--- config.mk ---
export PLATFORM = sky130hd
export DESIGN_NAME = pkt_fifo
export DESIGN_NICKNAME = d
export VERILOG_FILES = /design/src/rtl/pkt_fifo_pkg.sv /design/src/rtl/sdp_ram.sv /design/src/rtl/pkt_fifo.sv
export SDC_FILE = /design/constraint.sdc
export NUM_CORES = 1
export LEC_CHECK = 0
export CELL_PAD_IN_SITES_DETAIL_PLACEMENT = 2
export CELL_PAD_IN_SITES_GLOBAL_PLACEMENT = 2
export CORE_MARGIN = 4
export CORE_UTILIZATION = 45
export CTS_BUF_LIST = sky130_fd_sc_hd__clkbuf_8
export DETAILED_ROUTE_END_ITERATION = 10
export DONT_BUFFER_PORTS = 1
export GPL_TIMING_DRIVEN = 0
export PLACE_DENSITY = 0.86
export SYNTH_ARGS = -nofsm -noshare
export SYNTH_HDL_FRONTEND = slang
export SYNTH_HIERARCHICAL = 1
export SYNTH_SLANG_ARGS = --single-unit
--- constraint.sdc ---
create_clock -name clk -period 3.8 [get_ports clk]
set_clock_uncertainty 0.05 [all_clocks]
set_input_delay 1.14 -clock clk [delete_from_list [all_inputs] [get_ports clk]]
set_output_delay 1.14 -clock clk [all_outputs]
set_load 0.05 [all_outputs]
--- src/rtl/pkt_fifo_pkg.sv ---
// Shared helpers for the packet FIFO: pointer width derivation.
package pkt_fifo_pkg;

  // Pointer width: index bits plus one wrap bit, so full and empty can be told apart.
  function automatic int ptr_w(input int depth);
    return $clog2(depth) + 1;
  endfunction

endpackage

--- src/rtl/sdp_ram.sv ---
// Simple dual-port RAM: one write port and one registered read port.
// The array has no reset. The read register resets so that rd_data starts at zero.
module sdp_ram #(
  parameter int WIDTH = 9,
  parameter int DEPTH = 16,
  parameter int AW    = $clog2(DEPTH)
) (
  input  logic             clk,
  input  logic             rst,
  input  logic             we,
  input  logic [AW-1:0]    waddr,
  input  logic [WIDTH-1:0] wdata,
  input  logic             re,
  input  logic [AW-1:0]    raddr,
  output logic [WIDTH-1:0] rdata
);

  logic [WIDTH-1:0] mem [DEPTH];
  logic [WIDTH-1:0] rdata_d;
  logic [WIDTH-1:0] rdata_q;

  // Storage array write port.
  always_ff @(posedge clk) begin
    if (we) begin
      mem[waddr] <= wdata;
    end
  end

  // Hold the last read word unless a new read is issued.
  always_comb begin
    rdata_d = rdata_q;
    if (re) begin
      rdata_d = mem[raddr];
    end else begin
      rdata_d = rdata_q;
    end
  end

  // Read data register.
  always_ff @(posedge clk or posedge rst) begin
    if (rst) begin
      rdata_q <= '0;
    end else begin
      rdata_q <= rdata_d;
    end
  end

  assign rdata = rdata_q;

endmodule

--- src/rtl/pkt_fifo.sv ---
// Store-and-forward packet FIFO. Frames are written speculatively and become
// readable only once their last word commits. A frame can be discarded by the
// writer, and a frame that overflows the FIFO is dropped automatically.
module pkt_fifo
  import pkt_fifo_pkg::*;
#(
  parameter int WIDTH    = 8,
  parameter int DEPTH    = 16,
  parameter int AF_LEVEL = 12
) (
  input  logic                   clk,
  input  logic                   rst,
  input  logic                   wr_en,
  input  logic [WIDTH-1:0]       wr_data,
  input  logic                   wr_last,
  input  logic                   wr_drop,
  input  logic                   rd_en,
  output logic [WIDTH-1:0]       rd_data,
  output logic                   rd_last,
  output logic                   rd_valid,
  output logic                   empty,
  output logic                   full,
  output logic                   almost_full,
  output logic [$clog2(DEPTH):0] fill,
  output logic [$clog2(DEPTH):0] pkt_count,
  output logic                   drop_pulse
);

  localparam int AW = $clog2(DEPTH);
  localparam int PW = ptr_w(DEPTH);

  typedef struct packed {
    logic             last;
    logic [WIDTH-1:0] data;
  } entry_t;

  logic [PW-1:0]    wr_ptr_q, wr_ptr_d;
  logic [PW-1:0]    cm_ptr_q, cm_ptr_d;
  logic [PW-1:0]    rd_ptr_q, rd_ptr_d;
  logic [PW-1:0]    pkt_count_q, pkt_count_d;
  logic             ovf_q, ovf_d;
  logic             drop_q, drop_d;
  logic             rd_valid_q, rd_valid_d;
  // Copy of each entry's last flag, readable in the same cycle the word is popped.
  logic [DEPTH-1:0] last_vec_q, last_vec_d;

  logic             wr_accept;
  logic             commit;
  logic             rd_fire;
  logic             rd_dec;
  logic [PW-1:0]    fill_s;
  entry_t           wr_entry;
  entry_t           rd_entry;

  assign fill_s      = wr_ptr_q - rd_ptr_q;
  assign empty       = (rd_ptr_q == cm_ptr_q);
  assign full        = (fill_s == PW'(DEPTH));
  assign almost_full = (fill_s >= PW'(AF_LEVEL));
  assign fill        = fill_s;
  assign pkt_count   = pkt_count_q;
  assign drop_pulse  = drop_q;
  assign rd_valid    = rd_valid_q;

  assign rd_fire  = rd_en & ~empty;
  assign rd_dec   = rd_fire & last_vec_q[rd_ptr_q[AW-1:0]];
  assign wr_entry = '{last: wr_last, data: wr_data};

  // Write side: accept, commit, drop and overflow handling.
  always_comb begin
    wr_ptr_d   = wr_ptr_q;
    cm_ptr_d   = cm_ptr_q;
    ovf_d      = ovf_q;
    drop_d     = 1'b0;
    wr_accept  = 1'b0;
    commit     = 1'b0;
    last_vec_d = last_vec_q;
    if (wr_drop) begin
      wr_ptr_d = cm_ptr_q;
      ovf_d    = 1'b0;
      drop_d   = 1'b1;
    end else if (wr_en) begin
      if (ovf_q) begin
        if (wr_last) begin
          wr_ptr_d = cm_ptr_q;
          ovf_d    = 1'b0;
          drop_d   = 1'b1;
        end else begin
          ovf_d = 1'b1;
        end
      end else if (full) begin
        // A last word that overflows ends its frame at once; otherwise arm ovf
        // and discard until the frame's last word arrives.
        if (wr_last) begin
          wr_ptr_d = cm_ptr_q;
          drop_d   = 1'b1;
        end else begin
          ovf_d = 1'b1;
        end
      end else begin
        wr_accept                     = 1'b1;
        wr_ptr_d                      = wr_ptr_q + PW'(1);
        last_vec_d[wr_ptr_q[AW-1:0]]  = wr_last;
        if (wr_last) begin
          cm_ptr_d = wr_ptr_q + PW'(1);
          commit   = 1'b1;
        end else begin
          cm_ptr_d = cm_ptr_q;
        end
      end
    end else begin
      wr_ptr_d = wr_ptr_q;
    end
  end

  // Read side pointer, valid strobe and committed-frame counter.
  always_comb begin
    rd_ptr_d   = rd_ptr_q + (rd_fire ? PW'(1) : PW'(0));
    rd_valid_d = rd_fire;
    case ({commit, rd_dec})
      2'b10:   pkt_count_d = pkt_count_q + PW'(1);
      2'b01:   pkt_count_d = pkt_count_q - PW'(1);
      default: pkt_count_d = pkt_count_q;
    endcase
  end

  // Pointer, counter and status registers.
  always_ff @(posedge clk or posedge rst) begin
    if (rst) begin
      wr_ptr_q    <= '0;
      cm_ptr_q    <= '0;
      rd_ptr_q    <= '0;
      pkt_count_q <= '0;
      ovf_q       <= 1'b0;
      drop_q      <= 1'b0;
      rd_valid_q  <= 1'b0;
      last_vec_q  <= '0;
    end else begin
      wr_ptr_q    <= wr_ptr_d;
      cm_ptr_q    <= cm_ptr_d;
      rd_ptr_q    <= rd_ptr_d;
      pkt_count_q <= pkt_count_d;
      ovf_q       <= ovf_d;
      drop_q      <= drop_d;
      rd_valid_q  <= rd_valid_d;
      last_vec_q  <= last_vec_d;
    end
  end

  sdp_ram #(
    .WIDTH (WIDTH + 1),
    .DEPTH (DEPTH),
    .AW    (AW)
  ) u_ram (
    .clk   (clk),
    .rst   (rst),
    .we    (wr_accept),
    .waddr (wr_ptr_q[AW-1:0]),
    .wdata (wr_entry),
    .re    (rd_fire),
    .raddr (rd_ptr_q[AW-1:0]),
    .rdata (rd_entry)
  );

  assign rd_data = rd_entry.data;
  assign rd_last = rd_entry.last;

endmodule

* After elaboration in Yosys (flattened, before gate mapping)
Memories as Yosys holds them, arrays and structs flattened. A register that Yosys moved wholly into a read port is not among the register bits.
Cells that the tools add are included.
** Cells by class
- Add/subtract/negate cells :: 5
- Equal/unequal tests :: 4
- Reductions and logical operators :: 5
- Bitwise gates (word level) :: 6
- Magnitude comparators :: 4
- Mux-type cells :: 32
** Operators by type and width (count)
- two-way mux 5 bit :: 5
- two-way mux 1 bit :: 23
- bitwise mux 16 bit :: 1
- adder 5 x 1 -> 5 bit (second input constant) :: 2
- less-than comparator 4 x 5 -> 1 bit (second input constant) :: 2
- one-hot mux 5 bit (2 select lines) :: 1
- adder 5 x 1 -> 5 bit :: 1
- equality test 5 bit :: 1
- equality test 5 bit (second input constant) :: 1
- >= comparator 5 x 4 -> 1 bit (second input constant) :: 1
- AND reduction 5 bit :: 1
- subtractor 5 x 1 -> 5 bit (second input constant) :: 1
- subtractor 5 bit :: 1
- binary-select mux 1 bit (select 4 bit) :: 1
- demux 1 bit (select 4 bit) :: 1
- >= comparator 4 x 1 -> 1 bit (second input constant) :: 1
- NOT 1 bit :: 4
- AND reduction 4 bit :: 1
- nonzero test 2 bit :: 2
- bitwise AND 1 bit :: 2
- equality test 2 x 1 -> 1 bit (second input constant) :: 1
- equality test 2 bit (second input constant) :: 1
- logical AND 1 bit :: 1
** Word-level totals
- Memories kept :: 1
- Memory bits (writable) :: 144
- Bits of input ports :: 14
- Register bits after elaboration :: 39
** Memory list
- u_ram.mem :: depth 16, bits a word 9, rd ports 1, clocked after Yosys merged registers in 1, wr ports 1, line sdp_ram.sv:18 : logic [WIDTH-1:0] mem [DEPTH];

* Depth between registers and ports, before layout
Gate-level depths: netlist of run 1.
- Depth in word-level cells :: 8
- Mapped depth :: 20

* Hierarchy
The synthesis of run 1 kept the hierarchy.
** Modules (own cells, without submodules)
- sdp_ram :: cells an instance 266, seq. area each 4549.4 µm², instances 1, area each 6005.8 µm²
- pkt_fifo :: cells an instance 215, seq. area each 975.9 µm², instances 1, area each 2376.0 µm²

* Least setup slack after synthesis of run 1
Ideal clock, no wire load.
- Kind :: flip-flop to flip-flop
- From :: reg rd_ptr_q[2]
- To :: mem u_ram.mem[0][0], enable pin
- Setup slack :: -0.919 ns
- Buffers on the path :: 1
- Arrival time :: 4.283 ns
- Clock period less this slack :: 4.719 ns
- Stages on the path, launching flop included :: 11
- Path through :: dfrtp_1 clkbuf_1 inv_1 ha_1 a21oi_1 nand2_1 xor2_1 nor3_1 nor3_1 or3b_2 nor3_1
** Between the ends
- Cells in the longest elaborated chain, start to end :: 8
** RTL lines
- from (decl) :: line pkt_fifo.sv:39 : logic [PW-1:0] rd_ptr_q, rd_ptr_d;
- from (signal assigned) :: line pkt_fifo.sv:140 : rd_ptr_q <= rd_ptr_d;
- subtractor 5 bit :: line pkt_fifo.sv:55 : assign fill_s = wr_ptr_q - rd_ptr_q;
- net fill[3] :: line pkt_fifo.sv:24 : output logic [$clog2(DEPTH):0] fill,
- equality test 5 bit :: line pkt_fifo.sv:57 : assign full = (fill_s == PW'(DEPTH));
- net full :: line pkt_fifo.sv:22 : output logic full,
- two-way mux 1 bit :: line pkt_fifo.sv:90 : end else if (full) begin
- two-way mux 1 bit :: line pkt_fifo.sv:82 : if (ovf_q) begin
- two-way mux 1 bit :: line pkt_fifo.sv:81 : end else if (wr_en) begin
- two-way mux 1 bit :: line pkt_fifo.sv:77 : if (wr_drop) begin
- net wr_accept :: line pkt_fifo.sv:47 : logic wr_accept;
- two-way mux 1 bit :: line sdp_ram.sv:24 : if (we) begin
- two-way mux 1 bit (implied by the code) :: line sdp_ram.sv:25 : mem[waddr] <= wdata;
- to (decl) :: line sdp_ram.sv:18
The timed path passes the listed nets, and every way through them passes these cells.

* Final worst setup path of run 1
- From :: reg wr_ptr_q[0]
- To :: out full
** Between the ends
- Cells in the longest elaborated chain, start to end :: 2
** RTL lines
- from (decl) :: line pkt_fifo.sv:37 : logic [PW-1:0] wr_ptr_q, wr_ptr_d;
- from (signal assigned) :: line pkt_fifo.sv:138 : wr_ptr_q <= wr_ptr_d;
- subtractor 5 bit :: line pkt_fifo.sv:55
- net fill[1] :: line pkt_fifo.sv:24
- equality test 5 bit :: line pkt_fifo.sv:57
- to (decl) :: line pkt_fifo.sv:22
The timed path passes the listed nets, and every way through them passes these cells.

==> impl_metrics.toml, run 1 <==
[die]
num_rows = 49
dieArea_um2 = 20900
die_h_um = 144
initial_utilization = 0.462
dieWidth_um = 144
core_area_um2 = 18100
io_pins = 38

[final_layout]
drive_above_1_share = 0.303
final_cell_area_um2 = 9660
fill_cells = 1547
areaGrowthSynthToFinish_pct = 15.2
antenna-diode-count = 0
fin_nets = 558

[critical_path]
max_stage_delay_ps = 600
crit_chain = "inv_4, ha_4, inv_2, fa_2, or3_4, nor3_4"
crit_type = "register to output pin"
cp-end-kind = "output pin"
cp_max_fo = 2
crit_family = "simple AND/OR/NAND/NOR gates"
worst-path-buf-inv = 2
r2r-start = "wr_ptr_q[0]"
crit_slowest_cell = "fa_2"
required_ps = 2610
cp.arrival_ps = 2750
critPathLaunchType = "register"
cp-startpoint = "wr_ptr_q[0]"

[sta]
tightest_slew_ps = 909
max_freq_ghz = 0.254
finalWorstSetupSlack_ps = -142
min_period_ps = 3940
holdWs_ps = 466
relSlewSlack = 0.393
drv_slew = 0
hold_viol = 0
setup_viol = 2
rsz0062_at_grt = "true"
final.period_utilization = 1.04
tns_ps = -212

[synth]
synth_area_leader_cell = "edfxtp_1"
yosysSeqAreaShare = 0.659
ys.flop_type = "edfxtp_1"
ys_top_cells_by_count = "edfxtp_1 (144), dfrtp_1 (48), mux4_1 (26)"
postSynthCellCount = 481
syn-cell-area_um2 = 8380
avgSynthCellArea_um2 = 17.4
synth_most_common_cell = "edfxtp_1"
async_flop_share = 0.250
netlist.area_leader.share = 0.516
ys.warnings.count = 6
yosys_register_bits = 192
synth.distinct_cells = 44
synth_nets = 511
synth_edf_count = 144
ys_top_cells_by_area = "edfxtp_1 (52%), dfrtp_1 (14%), mux4_1 (8.2%)"

[place]
place.port_buffers = 0
placedInstanceArea_um2 = 8750
dp_hpwl_mm = 15.4
pre_cts_ws_ps = -1320
gp_congestion = 0.786

[route]
routedWlPerCell_um = 31.9
first_pass_iters = 5
drc = 0
wirelength_mm = 24.6
viasPerCell = 6.13
ant_nets = 0
vias = 4717
drt_iter0_markers = 382

[power_and_ir_drop]
power.density_nw_per_um2 = 844
ir_drop_mv = 0.881
leakage_nw = 3.50

[global_routing]
grt_pass1_wl_mm = 35.1
grt_pass1_vias = 5193
gr-usage-all-layers = 0.238
overflow = 0
antenna_found_initial = 0
grt_start_max_net_pins = 40

[status]
violations = "negative setup slack"
outcome = "finished with violations"

[clock_network]
clockBufferDepth = 2
clock_latency_ps = 480
cts_buffers = 17
cts_root_buffer = "clkbuf_8"
cts.sinks = 192
cts_tree = "done"
clk_pin_slew_worst_paths_ps = 120
htreeDepth = 4

[run]
cap_viol_max_count = 0

[hold_path]
hp-class = "input port to asynchronous set/reset pin"
[layer usage]
layer | vias to the layer above | track usage | wire length, um
li1 | 1978 | - | -
met1 | 2559 | 0.287 | 9660
met2 | 143 | 0.434 | 13200
met3 | 37 | 0.0443 | 1100
met4 | 0 | 0.0727 | 580
met5 | - | 0 | 0
[what timing repair did]
item                       4_1_cts  5_1_grt
pin swaps                       11       15
hold buffers                     0        0
setup buffers                   18       13
gates resized for setup         41       14
setup endpoints to repair      152      133
[report_power, final]
group / leakage, nW / switching [mW] / internal, mW / total (mW)
clock network: 0.212 / 0.853 / 0.582 / 1.44
registers: 1.89 / 0.534 / 2.55 / 3.09
logic: 1.40 / 2.15 / 1.48 / 3.63
[cell usage in the layout (no fill, tap or decap), drive strengths merged, types with 2 or more instances in the layout]
| cell type | count |
|---|---|
| a21o | 4 |
| a21oi | 9 |
| a221oi | 9 |
| and2 | 2 |
| and3 | 3 |
| buf | 44 |
| clkbuf | 29 |
| clkinv | 4 |
| dfrtp | 48 |
| edfxtp | 144 |
| fa | 2 |
| ha | 14 |
| inv | 25 |
| mux2 | 24 |
| mux2i | 13 |
| mux4 | 41 |
| nand2 | 9 |
| nand2b | 5 |
| nand3 | 23 |
| nand3b | 3 |
| nor2 | 23 |
| nor2b | 2 |
| nor3 | 9 |
| nor3b | 4 |
| o21ai | 8 |
| o22ai | 10 |
| or3 | 2 |
| xnor2 | 9 |
| xor2 | 11 |
[state kept, by name, summed over array words and instances (netlist names), 5 cells and up]
| signal | flops |
|---|---|
| u_ram/mem | 144 |
| rd_ptr_q | 5 |
| u_ram/rdata | 9 |
| cm_ptr_q | 5 |
| pkt_count | 5 |
| wr_ptr_q | 5 |
| last_vec_q | 16 |
[stage by stage]
stage / instances / total power [mW] / utilization
2_1_floorplan: 481 / 5.42 / -
3_3_place_gp: 710 / 5.97 / 0.481
3_5_place_dp: 710 / 6.25 / 0.482
4_1_cts: 758 / 7.97 / 0.522
5_1_grt: 770 / 8.50 / 0.532
6_report: 770 / 8.15 / 0.532
[path summary, 6_finish.rpt]
path                       slack, ps  cells after the start              to
setup / recovery                -140                      6            full
hold / removal                   470                      1  u_ram/rdata[7]
setup reg to reg                 -70                     16    pkt_count[4]
hold reg to reg                  470                      1   last_vec_q[2]
max in group asynchronous       2350                      1     wr_ptr_q[1]
min in group clk                 470                      1   last_vec_q[2]
[logic make-up after synthesis]
family	Yosys count	share of synthesized area
and+or+nand+nor	87	0.0531
buffers and inverters	44	0.0321
adders and majority gates	16	0.0257
xor gates and xnor gates	20	0.0209
AOI/OAI and AO/OA	44	0.0372
DFF	192	0.659
muxes	78	0.172
[area by class of cell]
type	count	area (um^2)	area share
Sequential cell	192	5530	0.573
Multi-Input combinational cell	245	2840	0.294
Timing Repair Buffer	31	312	0.0323
Tap cell	229	287	0.0297
Clock buffer	18	248	0.0257
Buffer	24	186	0.0193
Clock inverter	14	178	0.0184
Inverter	17	76.3	0.00790
Power figures use the tool's default switching activity.
==> inputs of run 2 (changes only) <==
--- a/constraint.sdc
+++ b/constraint.sdc
@@ -4,2 +4,2 @@
 set_output_delay 1.14 -clock clk [all_outputs]
-set_load 0.05 [all_outputs]
+set_load 0.005 [all_outputs]
==> impl_metrics.toml, run 2 (synthesized netlist as in run 1, its figures left out) <==
[critical_path]
cp_max_fo = 3
crit_cells = 10
rr_worst_depth = 18
rrSetupSlack_ps = 120
cp-end-kind = "output pin"
r2r-start = "wr_ptr_q[0]"
crit_slowest_cell = "dfrtp_4"
critPathLaunchType = "register"
required_ps = 2610
crit_type = "register to output pin"
regToRegEndpoint = "pkt_count[4]"
crit_family = "compound AO/OA/AOI/OAI gates"
cp.arrival_ps = 2590
max_stage_delay_ps = 510
worst-path-buf-inv = 4
crit_chain = "clkinv_4, ha_4, inv_2, fa_2, a21o_1, a21oi_2, xor2_2, buf_4, inv_2, a21o_1"

[place]
placedInstanceArea_um2 = 8690
place.port_buffers = 0
pre_cts_ws_ps = -788
gp_congestion = 0.826
dp_hpwl_mm = 15.2

[final_layout]
layout_commonest_cell = "edfxtp_1"
largest_reg_flops = 144
areaGrowthSynthToFinish_pct = 12.2
final_util = 0.518
final_cell_area_um2 = 9400
drive_above_1_share = 0.269
largest-register = "u_ram/mem"
fin_nets = 542
antenna-diode-count = 0
final_cell_mix = "edfxtp_1 (144), dfrtp_1 (44), mux4_1 (26)"

[clock_network]
cts_tree = "done"
cts_root_buffer = "clkbuf_8"
clock_latency_ps = 460
cts_buffers = 17
clockBufferDepth = 2
cts.sinks = 192
clk_pin_slew_worst_paths_ps = 100
htreeDepth = 4

[route]
drt_iter0_markers = 266
vias = 4520
ant_nets = 0
wirelength_mm = 22.6
viasPerCell = 5.99
first_pass_iters = 4
drc = 0
routedWlPerCell_um = 29.9

[power_and_ir_drop]
comb_power_share = 0.402
ir_drop_mv = 0.366
power.density_nw_per_um2 = 741
p_sw_mw = 2.60
seqPwrFrac = 0.413
p_int_mw = 4.36
leakage_nw = 3.37
clkPwrFrac = 0.185
switching_share = 0.374

[status]
outcome = "complete, no violations"

[die]
core_area_um2 = 18100
die_h_um = 144
io_pins = 38
num_rows = 49
dieArea_um2 = 20900
dieWidth_um = 144
initial_utilization = 0.462

[sta]
finalWorstSetupSlack_ps = 20.5
setup_viol = 0
tns_ps = 0
rsz0062_at_grt = "true"
max_freq_ghz = 0.265
tightest_slew_ps = 875
min_period_ps = 3780
hold_viol = 0
relSlewSlack = 0.416
final.period_utilization = 0.995
drv_slew = 0

[global_routing]
gr-usage-all-layers = 0.226
grt_pass1_wl_mm = 33.8
grt_pass1_vias = 5150
grt_start_max_net_pins = 40
antenna_found_initial = 0
overflow = 0

[hold_path]
hold_depth = 1
hp-class = "register to register"
min_to = "last_vec_q[10]"
hp-start = "last_vec_q[10]"

[run]
cap_viol_max_count = 0
-- run 2: changes by cell type in the layout (fill, tap and decap cells not counted), moves of 2 or more --
cell	previous run	this run
buf_4	27	12
clkinv_2	0	2
clkinv_8	3	0
clkinvlp_4	1	4
inv_4	2	0
inv_8	6	1
nor2_2	0	3
nor2_4	12	9
o21ai_0	6	8
o21ai_1	2	0
-- run 2: worst register-to-register path, stage by stage (launching register included) --
cell	delay, ps
dfrtp_4	510
clkinv_4	60
ha_4	130
inv_2	40
fa_2	380
xor2_4	180
or3_4	350
o31a_4	370
and3_4	190
inv_2	60
ha_4	150
inv_2	50
fa_2	350
inv_1	80
a21o_1	140
a21oi_2	70
xnor2_1	170
nor2_1	80
xor2_1	150
-- run 2: layout make-up --
type                            instances  area (um^2)
Buffer                                 25          190
Clock buffer                           17          234
Clock inverter                         15          134
Fill cell                            1610         8740
Inverter                               17         68.8
Multi-Input combinational cell        245         2790
Sequential cell                       192         5530
Tap cell                              229          287
Timing Repair Buffer                   14          168
-- run 2: repair_timing --
item / in CTS / in global routing
gates cloned: 0 / 0
hold buffers: 0 / 0
setup endpoints to repair: 151 / 114
buffers inserted: 10 / 4
resized for setup: 41 / 9
pin swaps: 9 / 9
-- run 2: worst max-delay path by stage --
stage | startpoint | to | slack, ps
3_5_place_dp | rd_ptr_q[2] | u_ram/mem[1][1] | -790
4_1_cts | wr_ptr_q[0] | pkt_count[4] | 20
6_report | wr_ptr_q[0] | almost_full | 20
2_1_floorplan | wr_ptr_q[0] | pkt_count[4] | 20
5_1_grt | wr_ptr_q[0] | almost_full | -90
3_3_place_gp | rd_ptr_q[2] | u_ram/mem[0][4] | -930
-- run 2: metal layers --
layer  GRT usage  vias to the layer above  routed length [um]
met3      0.0384                       17                 983
met5           0                        -                   0
met1       0.285                     2425                9140
met2       0.407                      128               12200
met4      0.0511                        0                 199
li1            -                     1950                   -
-- run 2: power by group through the flow --
stage | sequential [mW] | clock (mW) | combinational (mW)
after floorplan | 2.76 | 0 | 1.85
after global placement | 2.84 | 0 | 2.30
after detailed placement | 2.90 | 0 | 2.49
after CTS | 2.88 | 1.31 | 2.71
after global routing | 2.92 | 1.41 | 3.02
final | 2.88 | 1.29 | 2.80
-- run 2: through the flow --
stage                     hold WS [ps]  power, mW  cells
after detailed placement           442       5.40    710
after floorplan                    415       4.62    481
after CTS                          469       6.89    750
after global placement             434       5.15    710
final                              467       6.96    754
after global routing               481       7.34    754
